[config.mk]
export PLATFORM = sky130hd
export DESIGN_NAME = trisc_datapath
export DESIGN_NICKNAME = d
export VERILOG_FILES = /design/src/rtl/trisc_datapath_pkg.sv /design/src/rtl/trisc_datapath_decode.sv /design/src/rtl/trisc_datapath.sv
export SDC_FILE = /design/constraint.sdc
export NUM_CORES = 1
export LEC_CHECK = 0
export ABC_AREA = 0
export BUFFER_PORTS_ARGS = -buffer_cell sky130_fd_sc_hd__buf_2
export CORE_MARGIN = 2
export CORE_UTILIZATION = 40
export CTS_CLUSTER_SIZE = 28
export DETAILED_ROUTE_END_ITERATION = 6
export PLACE_DENSITY = 0.67
export SYNTH_ARGS = -nofsm -noshare
export SYNTH_HDL_FRONTEND = slang
export SYNTH_HIERARCHICAL = 1
export SYNTH_SLANG_ARGS = --single-unit
[constraint.sdc]
create_clock -name clk -period 3.7 [get_ports clk]
set_input_delay 0.74 -clock clk [delete_from_list [all_inputs] [get_ports clk]]
set_output_delay 0.74 -clock clk [all_outputs]
set_load 0.03 [all_outputs]
[src/rtl/trisc_datapath_pkg.sv]
//------------------------------------------------------------------------------
// Module  : trisc_datapath_pkg
// Brief   : Shared widths, opcode encoding and strobe bit indices for TRISC.
// Revision: 1.0 - initial release
//------------------------------------------------------------------------------
`default_nettype none

package trisc_datapath_pkg;

  localparam int C_DATA_W = 8;
  localparam int C_ADDR_W = 5;
  localparam int C_STB_N  = 6;

  typedef enum logic [2:0] {
    OP_NOP0 = 3'b000,
    OP_INCA = 3'b001,
    OP_CLRA = 3'b010,
    OP_LDA  = 3'b011,
    OP_STA  = 3'b100,
    OP_ADD  = 3'b101,
    OP_JMP  = 3'b110,
    OP_NOP7 = 3'b111
  } opcode_e;

  localparam int C_STB_INCA = 0;
  localparam int C_STB_CLRA = 1;
  localparam int C_STB_LDA  = 2;
  localparam int C_STB_STA  = 3;
  localparam int C_STB_ADD  = 4;
  localparam int C_STB_JMP  = 5;

endpackage

`default_nettype wire

[src/rtl/trisc_datapath_decode.sv]
//------------------------------------------------------------------------------
// Module  : trisc_decode
// Brief   : Opcode to one-hot instruction strobe decoder (combinational).
// Revision: 1.0 - initial release
//------------------------------------------------------------------------------
`default_nettype none

module trisc_decode
  import trisc_datapath_pkg::*;
#(
  parameter int OPC_W = 3
) (
  input  logic [OPC_W-1:0]   opcode,
  output logic [C_STB_N-1:0] stb
);

  // Unlisted opcodes (the two NOPs) leave every strobe low.
  always_comb begin
    stb = '0;
    case (opcode)
      OPC_W'(OP_INCA): stb[C_STB_INCA] = 1'b1;
      OPC_W'(OP_CLRA): stb[C_STB_CLRA] = 1'b1;
      OPC_W'(OP_LDA):  stb[C_STB_LDA]  = 1'b1;
      OPC_W'(OP_STA):  stb[C_STB_STA]  = 1'b1;
      OPC_W'(OP_ADD):  stb[C_STB_ADD]  = 1'b1;
      OPC_W'(OP_JMP):  stb[C_STB_JMP]  = 1'b1;
      default: ;
    endcase
  end

endmodule

`default_nettype wire

[src/rtl/trisc_datapath.sv]
//------------------------------------------------------------------------------
// Module  : trisc_datapath
// Brief   : TRISC datapath - PC, IR, MDR, ACC, memory port and opcode strobes.
// Revision: 1.0 - initial release
//------------------------------------------------------------------------------
`default_nettype none

module trisc_datapath
  import trisc_datapath_pkg::*;
#(
  parameter int DATA_W = C_DATA_W,
  parameter int ADDR_W = C_ADDR_W
) (
  input  logic              clk,
  input  logic              CLRn,
  input  logic              C0,
  input  logic              C1,
  input  logic              C2,
  input  logic              C3,
  input  logic              C4,
  input  logic              C42,
  input  logic              C5,
  input  logic              C6,
  input  logic              C7,
  input  logic              C8,
  input  logic              C9,
  input  logic              C10,
  input  logic              C11,
  output logic [ADDR_W-1:0] mem_addr,
  output logic              mem_re,
  output logic              mem_we,
  output logic [DATA_W-1:0] mem_wdata,
  input  logic [DATA_W-1:0] mem_rdata,
  output logic              INCA,
  output logic              CLRA,
  output logic              LDA,
  output logic              STA,
  output logic              ADD,
  output logic              JMP,
  output logic [DATA_W-1:0] acc,
  output logic              acc_zero,
  output logic              carry
);

  localparam int OPC_W = DATA_W - ADDR_W;

  logic [ADDR_W-1:0]  r_pc;
  logic [DATA_W-1:0]  r_ir;
  logic [DATA_W-1:0]  r_mdr;
  logic [DATA_W-1:0]  r_acc;
  logic               r_carry;
  logic               r_src_sel;
  logic [C_STB_N-1:0] r_stb;
  logic [C_STB_N-1:0] w_stb_dec;
  logic [ADDR_W-1:0]  w_ir_addr;
  logic [DATA_W:0]    w_sum;
  logic               w_unused;

  assign w_ir_addr = r_ir[ADDR_W-1:0];
  assign w_sum     = {1'b0, r_acc} + {1'b0, r_mdr};
  assign w_unused  = C6;

  always_ff @(posedge clk or negedge CLRn) begin
    if (!CLRn)   r_pc <= '0;
    else if (C0) r_pc <= '0;
    else if (C1) r_pc <= w_ir_addr;
    else if (C2) r_pc <= r_pc + ADDR_W'(1);
  end

  // C3 steers the captured word: instruction on fetch, operand otherwise.
  always_ff @(posedge clk or negedge CLRn) begin
    if (!CLRn) begin
      r_ir  <= '0;
      r_mdr <= '0;
    end else if (C42) begin
      if (C3) r_mdr <= mem_rdata;
      else    r_ir  <= mem_rdata;
    end
  end

  always_ff @(posedge clk or negedge CLRn) begin
    if (!CLRn) begin
      r_acc     <= '0;
      r_carry   <= 1'b0;
      r_src_sel <= 1'b0;
    end else begin
      if (C8) begin
        r_acc <= '0;
      end else if (C9) begin
        r_acc <= r_acc + DATA_W'(1);
      end else if (!C11) begin
        if (r_src_sel) begin
          r_acc   <= w_sum[DATA_W-1:0];
          r_carry <= w_sum[DATA_W];
        end else begin
          r_acc   <= r_mdr;
          r_carry <= 1'b0;
        end
      end
      if (C11) r_src_sel <= C10;
    end
  end

  trisc_decode #(
    .OPC_W (OPC_W)
  ) u_decode (
    .opcode (r_ir[DATA_W-1:ADDR_W]),
    .stb    (w_stb_dec)
  );

  always_ff @(posedge clk or negedge CLRn) begin
    if (!CLRn)   r_stb <= '0;
    else if (C7) r_stb <= w_stb_dec;
  end

  assign mem_addr  = C3 ? w_ir_addr : r_pc;
  assign mem_re    = C4 & ~C5;
  assign mem_we    = C4 & C5;
  assign mem_wdata = r_acc;

  assign INCA     = r_stb[C_STB_INCA];
  assign CLRA     = r_stb[C_STB_CLRA];
  assign LDA      = r_stb[C_STB_LDA];
  assign STA      = r_stb[C_STB_STA];
  assign ADD      = r_stb[C_STB_ADD];
  assign JMP      = r_stb[C_STB_JMP];
  assign acc      = r_acc;
  assign acc_zero = (r_acc == '0);
  assign carry    = r_carry;

endmodule

`default_nettype wire
* Word level (Yosys, flattened, before mapping)
Cells that the tools add are included.
** Storage, ports and cells
- Word-level logic and storage cells :: 44
- Flip-flop bits (word level) :: 37
- Output and inout port bits :: 31
** Operators by class
- Muxes and demuxes :: 15
- $add $sub $neg :: 3
- Bitwise gates (word level) :: 7
- Reductions and logical operators :: 5
- Eq/ne operators :: 7
** Operators by type and width (count)
- 8-bit 2-to-1 mux :: 4
- 5-bit 2-to-1 mux :: 4
- 8-bit by 8-bit adder with 9-bit output :: 1
- 3-bit == test, second input constant :: 3
- 8-bit by 1-bit adder with 8-bit output, second input constant :: 1
- 8-bit zero test :: 1
- 1-bit 2-to-1 mux :: 7
- 3-bit by 2-bit == test with 1-bit output, second input constant :: 2
- 5-bit by 1-bit adder with 5-bit output, second input constant :: 1
- 1-bit inverter :: 5
- 2-bit AND reduction :: 2
- 3-bit by 1-bit == test with 1-bit output, second input constant :: 1
- 3-bit != test, second input constant :: 1
- 3-bit AND reduction :: 1
- 3-bit nonzero test :: 1
- 1-bit bitwise AND :: 2

* Longest topological paths before layout
Gate-level depths: netlist of the first run.
- Word-level depth :: 5
- Depth in mapped cells :: 6
- Depth with buffers taken out :: 6

* Hierarchy
The synthesis of the first run kept the hierarchy.
** Modules (own cells, without submodules)
- trisc_datapath :: cells an instance 218, times used 1, area an instance 2292.2 µm²
- trisc_decode :: cells an instance 6, times used 1, area an instance 52.6 µm²

* Worst setup path before layout of the first run
Ideal clock, no wire load.
- Path type :: register to output
- From :: register r_acc[1], in the netlist acc[1]
- To :: output port acc_zero
- Path slack :: 806 ps
- Cell stages (with the launch flop) :: 5
- Data required time :: 2960 ps
- Buffers on the path :: 0
- Data arrival time :: 2154 ps
- Cells stage by stage :: dfrtp_1 inv_1 ha_1 or4b_1 nor4_1
** On the way
- Longest elaborated chain between the ends :: 1
** Ends and longest elaborated chain
- from (decl) :: line trisc_datapath.sv:50 : logic [DATA_W-1:0] r_acc;
- from (signal assigned) :: line trisc_datapath.sv:90 : r_acc <= r_acc + DATA_W'(1);
- from (signal assigned) :: line trisc_datapath.sv:93 : r_acc <= w_sum[DATA_W-1:0];
- from (signal assigned) :: line trisc_datapath.sv:96 : r_acc <= r_mdr;
- 8-bit zero test :: line trisc_datapath.sv:128 : assign acc_zero = (r_acc == '0);
- to (decl) :: line trisc_datapath.sv:41 : output logic acc_zero,
No other way between the ends.

* Worst setup path in the final report of the first run
Same ends and word-level chain as after synthesis.

==> impl_metrics.yaml, run 1 <==
layout:
  syn_to_final_growth_pct: 14.4
  final_cell_mix: "buf_2, dfrtp_1, mux2_2"
  mostFrequentLayoutCell: "buf_2"
  fin_nets: 301
  seqCellArea_um2: 926
  n_antenna_cell: 0
  multi_input_area_um2: 1290
  fillers: 542
  final_util: 0.481
  layout-drive-gt1-share: 0.333
grt:
  grt_pass1_vias: 1795
  antenna_found_initial: 0
  grt_max_degree: 38
  grt_pass1_wl_um: 8540
  grtUsageTotal: 0.171
  grt-ovfl-total: 0
clock_tree:
  cts_root_buffer: "clkbuf_8"
  cts_made_buffers: 5
  clkSinkCount: 37
  post_cts_buffers: 0
  cts_resized: 0
  cts_tree: "built"
  clkSlewWorstSetupHoldPaths_ps: 80
  holdBufCountCts: 0
  clock_path_buffers: 2
  cts_htree_levels: 2
  worstSkewPairLatency_ps: 290
die:
  start_util: 0.421
  die_w_um: 80.6
  dieArea_um2: 6490
  rows: 27
  die_h_um: 80.6
  pin_count: 54
  core_area_um2: 5570
logic_synthesis:
  synth_simple_gate_area_frac: 0.149
  synthCells: 224
  synth.avg_cell_area_um2: 10.5
  synth-compound-area-share: 0.137
  synth.distinct_cells: 48
  synthXorXnorAreaFrac: 0.0224
  synth_adder_area_share: 0.0672
  synth_top_family_by_area: "multiplexers"
  synth_flop_cell: "dfrtp_1"
  synthMuxAreaShare: 0.177
  synth_warnings: 6
  ys_seq_area_frac: 0.395
  syn-num-nets: 259
  ys_seq_elements: 37
  synth_area_um2: 2340
  async_flop_share: 1.00
  synth_edf_count: 0
status:
  outcome: "finished clean"
drt:
  first_pass_iters: 4
  drc: 0
  drt-wirelength-per-cell_um: 14.7
  drt_wl_total_um: 4970
  via_count: 1873
  drt_first_iter_violations: 108
  avgViaCountPerCell: 5.53
  ant_nets: 0
timing:
  setup_viol: 0
  tns_ps: 0
  hold_violations: 0
  maxSlewViolCount: 0
  slew_headroom: 0.434
  tightest_slew_ps: 849
  skew_ps: 1.61
  grt_setup_unrepaired: "no"
  fmax_mhz: 375
  min_period_ps: 2670
  period_share: 0.721
critical_path:
  path_buf_inv: 2
  critPathLaunchType: "flop"
  cp.required_ps: 2960
  crit_fanout: 8
  critPathKind: "flop to primary output"
  cp_cell_sequence: "inv_1, ha_1, or4b_1, nor4_1, buf_2"
  crit_family: "simple AND/OR/NAND/NOR gates"
  crit_path_top_delay_cell: "dfrtp_1"
  max_stage_delay_ps: 480
  endpoint_kind: "primary output"
  arrival_ps: 1930
place:
  dpl.hpwl_um: 3620
  io_buffers: 52
  gp_congestion: 0.857
power_and_ir_drop:
  powerDensity_nw_per_um2: 443
  p_leak_uw: 0.00131
  ir_drop_mv: 0.236
flow_run:
  cap_violations: 0
min_path:
  min_path_type: "flop to flop"
## state kept, by name, summed over array words and instances (netlist names)
signal	cells
acc	8
r_ir	8
r_mdr	8
r_stb	6
r_pc	5
carry	1
r_src_sel	1
## metrics by stage
| step | cell area, um^2 | worst slack, ps | std cells | hold slack (ps) | total power (uW) |
|---|---|---|---|---|---|
| 2_1_floorplan | 2340 | 806 | 224 | 444 | 813 |
| 3_3_place_gp | 2590 | 1400 | 331 | 489 | 898 |
| 3_5_place_dp | 2590 | 1350 | 331 | 491 | 910 |
| 4_1_cts | 2680 | 1020 | 339 | 513 | 1200 |
| 5_1_grt | 2680 | 936 | 339 | 526 | 1270 |
| 6_report | 2680 | 1030 | 339 | 506 | 1190 |
## cells in the mapped netlist (2+ instances only)
library cell	n	area [um^2]
nand2_1	10	37.5
a31oi_1	2	12.5
buf_2	6	30.0
a211o_1	3	26.3
nor2b_1	4	25.0
o21ai_1	4	20.0
nand3_1	4	20.0
o221ai_1	2	17.5
nand4_1	4	25.0
and3_1	4	25.0
nor3b_1	3	22.5
ha_1	11	138
clkbuf_1	3	11.3
nor2_1	18	67.6
xnor2_1	6	52.6
buf_4	8	60.1
mux2_2	19	214
inv_1	6	22.5
and3b_2	3	30.0
nor3_2	2	20.0
mux2_1	8	90.1
a221oi_1	2	17.5
a21o_1	3	22.5
o21ai_0	5	25.0
nand2b_1	2	12.5
a311o_1	2	20.0
a21oi_1	10	50.1
mux2i_1	11	110
dfrtp_1	37	926
nor4_1	2	12.5
a211oi_2	2	25.0
and2_1	2	12.5
## where the power goes
| group | internal [uW] | total [uW] | switching [uW] |
|---|---|---|---|
| clock network | 133 | 285 | 153 |
| logic | 161 | 388 | 227 |
| registers | 455 | 514 | 58.8 |
| total | 749 | 1190 | 438 |
## worst paths after layout
| check | end | cells after the start | slack, ps | start |
|---|---|---|---|---|
| worst max-delay path | acc_zero | 5 | 1030 | acc[1] |
| worst min-delay path | r_stb[1] | 1 | 510 | r_stb[1] |
| worst max register to register | acc[6] | 6 | 1690 | acc[0] |
| worst min register to register | r_stb[1] | 1 | 510 | r_stb[1] |
| max in group asynchronous | r_stb[0] | 1 | 2620 | CLRn |
| min in group asynchronous | r_mdr[1] | 1 | 550 | CLRn |
## final cells by class
type	instances	area share
Inverter	6	0.00840
Clock inverter	2	0.00560
Clock buffer	6	0.0271
Sequential cell	37	0.345
Tap cell	72	0.0336
Timing Repair Buffer	52	0.0971
Multi-Input combinational cell	164	0.483
## layer usage
layer	GRT usage	vias up	part of all wire
li1	-	902	-
met1	0.226	913	0.48
met2	0.278	52	0.46
met3	0.0483	6	0.054
met4	0.0356	0	0.0085
met5	0	-	0
## logic make-up after synthesis
logic type / after synthesis
simple gates: 63
compound gates: 45
mux: 38
flops: 37
buf+inv: 23
fa+ha+maj: 12
xor+xnor: 6
## worst reg2reg max path, cell delays in order, from the launching register on
cell,delay [ps]
dfrtp_1,440
ha_1,270
fa_1,440
a211oi_2,240
o21ai_1,160
and3_1,190
o31ai_1,190
(Power assumes the default switching activity.)
==> inputs of run 2 (changes only) <==
Clock period 3.7 ns to 2.64 ns, I/O delays scaled along.
==> run 2 against run 1 <==
  * Cell area up 0.37%
  * Clock power up 43%
  * Core utilization up 0.18 points
  * Non-clock buffer count is the same
  * Critical endpoint unchanged
  * Largest power group unchanged
  * Highest routed layer unchanged
==> impl_metrics.yaml, run 2 (synthesized netlist as in run 1, its figures left out) <==
status:
  outcome: "finished clean"
clock_tree:
  cts_htree_levels: 2
  clkSlewWorstSetupHoldPaths_ps: 80
  cts_made_buffers: 5
  clock_path_buffers: 2
  worstSkewPairLatency_ps: 290
  post_cts_buffers: 0
  clkSinkCount: 37
  holdBufCountCts: 0
  cts_tree: "built"
  cts_root_buffer: "clkbuf_8"
  cts_resized: 0
grt:
  grt-ovfl-total: 0
  grt_max_degree: 38
  grt_pass1_wl_um: 8360
  grt_pass1_vias: 1785
  antenna_found_initial: 0
  grtUsageTotal: 0.163
timing:
  min_period_ps: 2440
  maxSlewViolCount: 0
  period_share: 0.923
  setup_viol: 0
  skew_ps: 5.83
  slew_headroom: 0.440
  tightest_slew_ps: 839
  final.setup.worst_slack_ps: 203
  tns_ps: 0
  grt_setup_unrepaired: "no"
  fmax_mhz: 410
  hold_violations: 0
die:
  pin_count: 54
  die_h_um: 80.6
  dieArea_um2: 6490
  rows: 27
  start_util: 0.421
  core_area_um2: 5570
  die_w_um: 80.6
critical_path:
  cp_cell_sequence: "inv_1, ha_1, or4b_1, nor4_2, buf_2"
  crit_path_top_delay_cell: "dfrtp_1"
  critPathKind: "flop to primary output"
  endpoint_kind: "primary output"
  cp.required_ps: 2110
  max_stage_delay_ps: 490
  crit_fanout: 8
  arrival_ps: 1910
  critPathLaunchType: "flop"
layout:
  fin_nets: 301
  fin_cells: 339
  layout-drive-gt1-share: 0.341
  mostFrequentLayoutCell: "buf_2"
  final_cell_mix: "buf_2, dfrtp_1, mux2_2"
  syn_to_final_growth_pct: 14.8
  final_util: 0.483
  fillers: 531
  n_antenna_cell: 0
place:
  gp_congestion: 0.845
  dp_cells: 331
  dpl.hpwl_um: 3600
  io_buffers: 52
  place_ws_ps: 512
drt:
  via_count: 1829
  drt_first_iter_violations: 82
  drc: 0
  first_pass_iters: 4
  avgViaCountPerCell: 5.40
  ant_nets: 0
  drt-wirelength-per-cell_um: 14.3
  drt_wl_total_um: 4860
power_and_ir_drop:
  p_leak_uw: 0.00132
  total_power_uw: 1670
  ir_drop_mv: 0.406
  powerDensity_nw_per_um2: 622
min_path:
  min_path_type: "input pin to asynchronous set/reset pin"
flow_run:
  cap_violations: 0
[run 2: changes by cell type in the layout (fill, tap and decap cells not counted), sizes merged]
cell,previous run,this run
clkinv,0,3
clkinvlp,2,0
clkbuf,6,5
[run 2: stage by stage]
stage / hold slack, ps / area [um^2]
final: 333 / 2690
after global routing: 399 / 2690
after CTS: 359 / 2690
after detailed placement: 491 / 2600
after global placement: 489 / 2600
after floorplan: 232 / 2350
[run 2: layer usage]
layer	share of wire	track usage	vias to the layer above
li1	-	-	899
met1	0.46	0.216	871
met2	0.47	0.277	57
met3	0.059	0.0303	2
met4	0.0031	0.0373	0
met5	0	0	-
[run 2: cell type report]
type	count	area, um^2	share of cell area
clock buffers	5	68.8	0.0256
multi-input cells	164	1300	0.483
well taps	72	90.1	0.0335
inverters	6	22.5	0.00837
clock inverters	3	22.5	0.00837
flip-flops and latches	37	926	0.344
repair buffers	52	260	0.0967
[run 2: critical path, delay by kind of cell (launching register included)]
kind	cells	cell delay, ps
adder cells (fa/ha/maj)	1	180
flip-flops	1	490
buffers and inverters	2	360
AND/OR/NAND/NOR	2	590
[run 2: worst paths after layout]
| path | startpoint | cells after the start | slack, ps | endpoint |
|---|---|---|---|---|
| worst max-delay path | acc[1] | 5 | 200 | acc_zero |
| worst max register to register | acc[0] | 6 | 610 | acc[6] |
| worst min-delay path | CLRn | 1 | 330 | acc[3] |
| min in group clk | C10 | 2 | 450 | r_src_sel |
| worst min register to register | r_stb[3] | 1 | 510 | r_stb[3] |
| max in group asynchronous | CLRn | 1 | 1770 | r_pc[3] |
[run 2: report_power, final]
| part | switching [uW] | total, uW | internal [uW] |
|---|---|---|---|
| Sequential | 82.8 | 720 | 637 |
| Clock | 221 | 408 | 187 |
| Combinational | 318 | 545 | 227 |
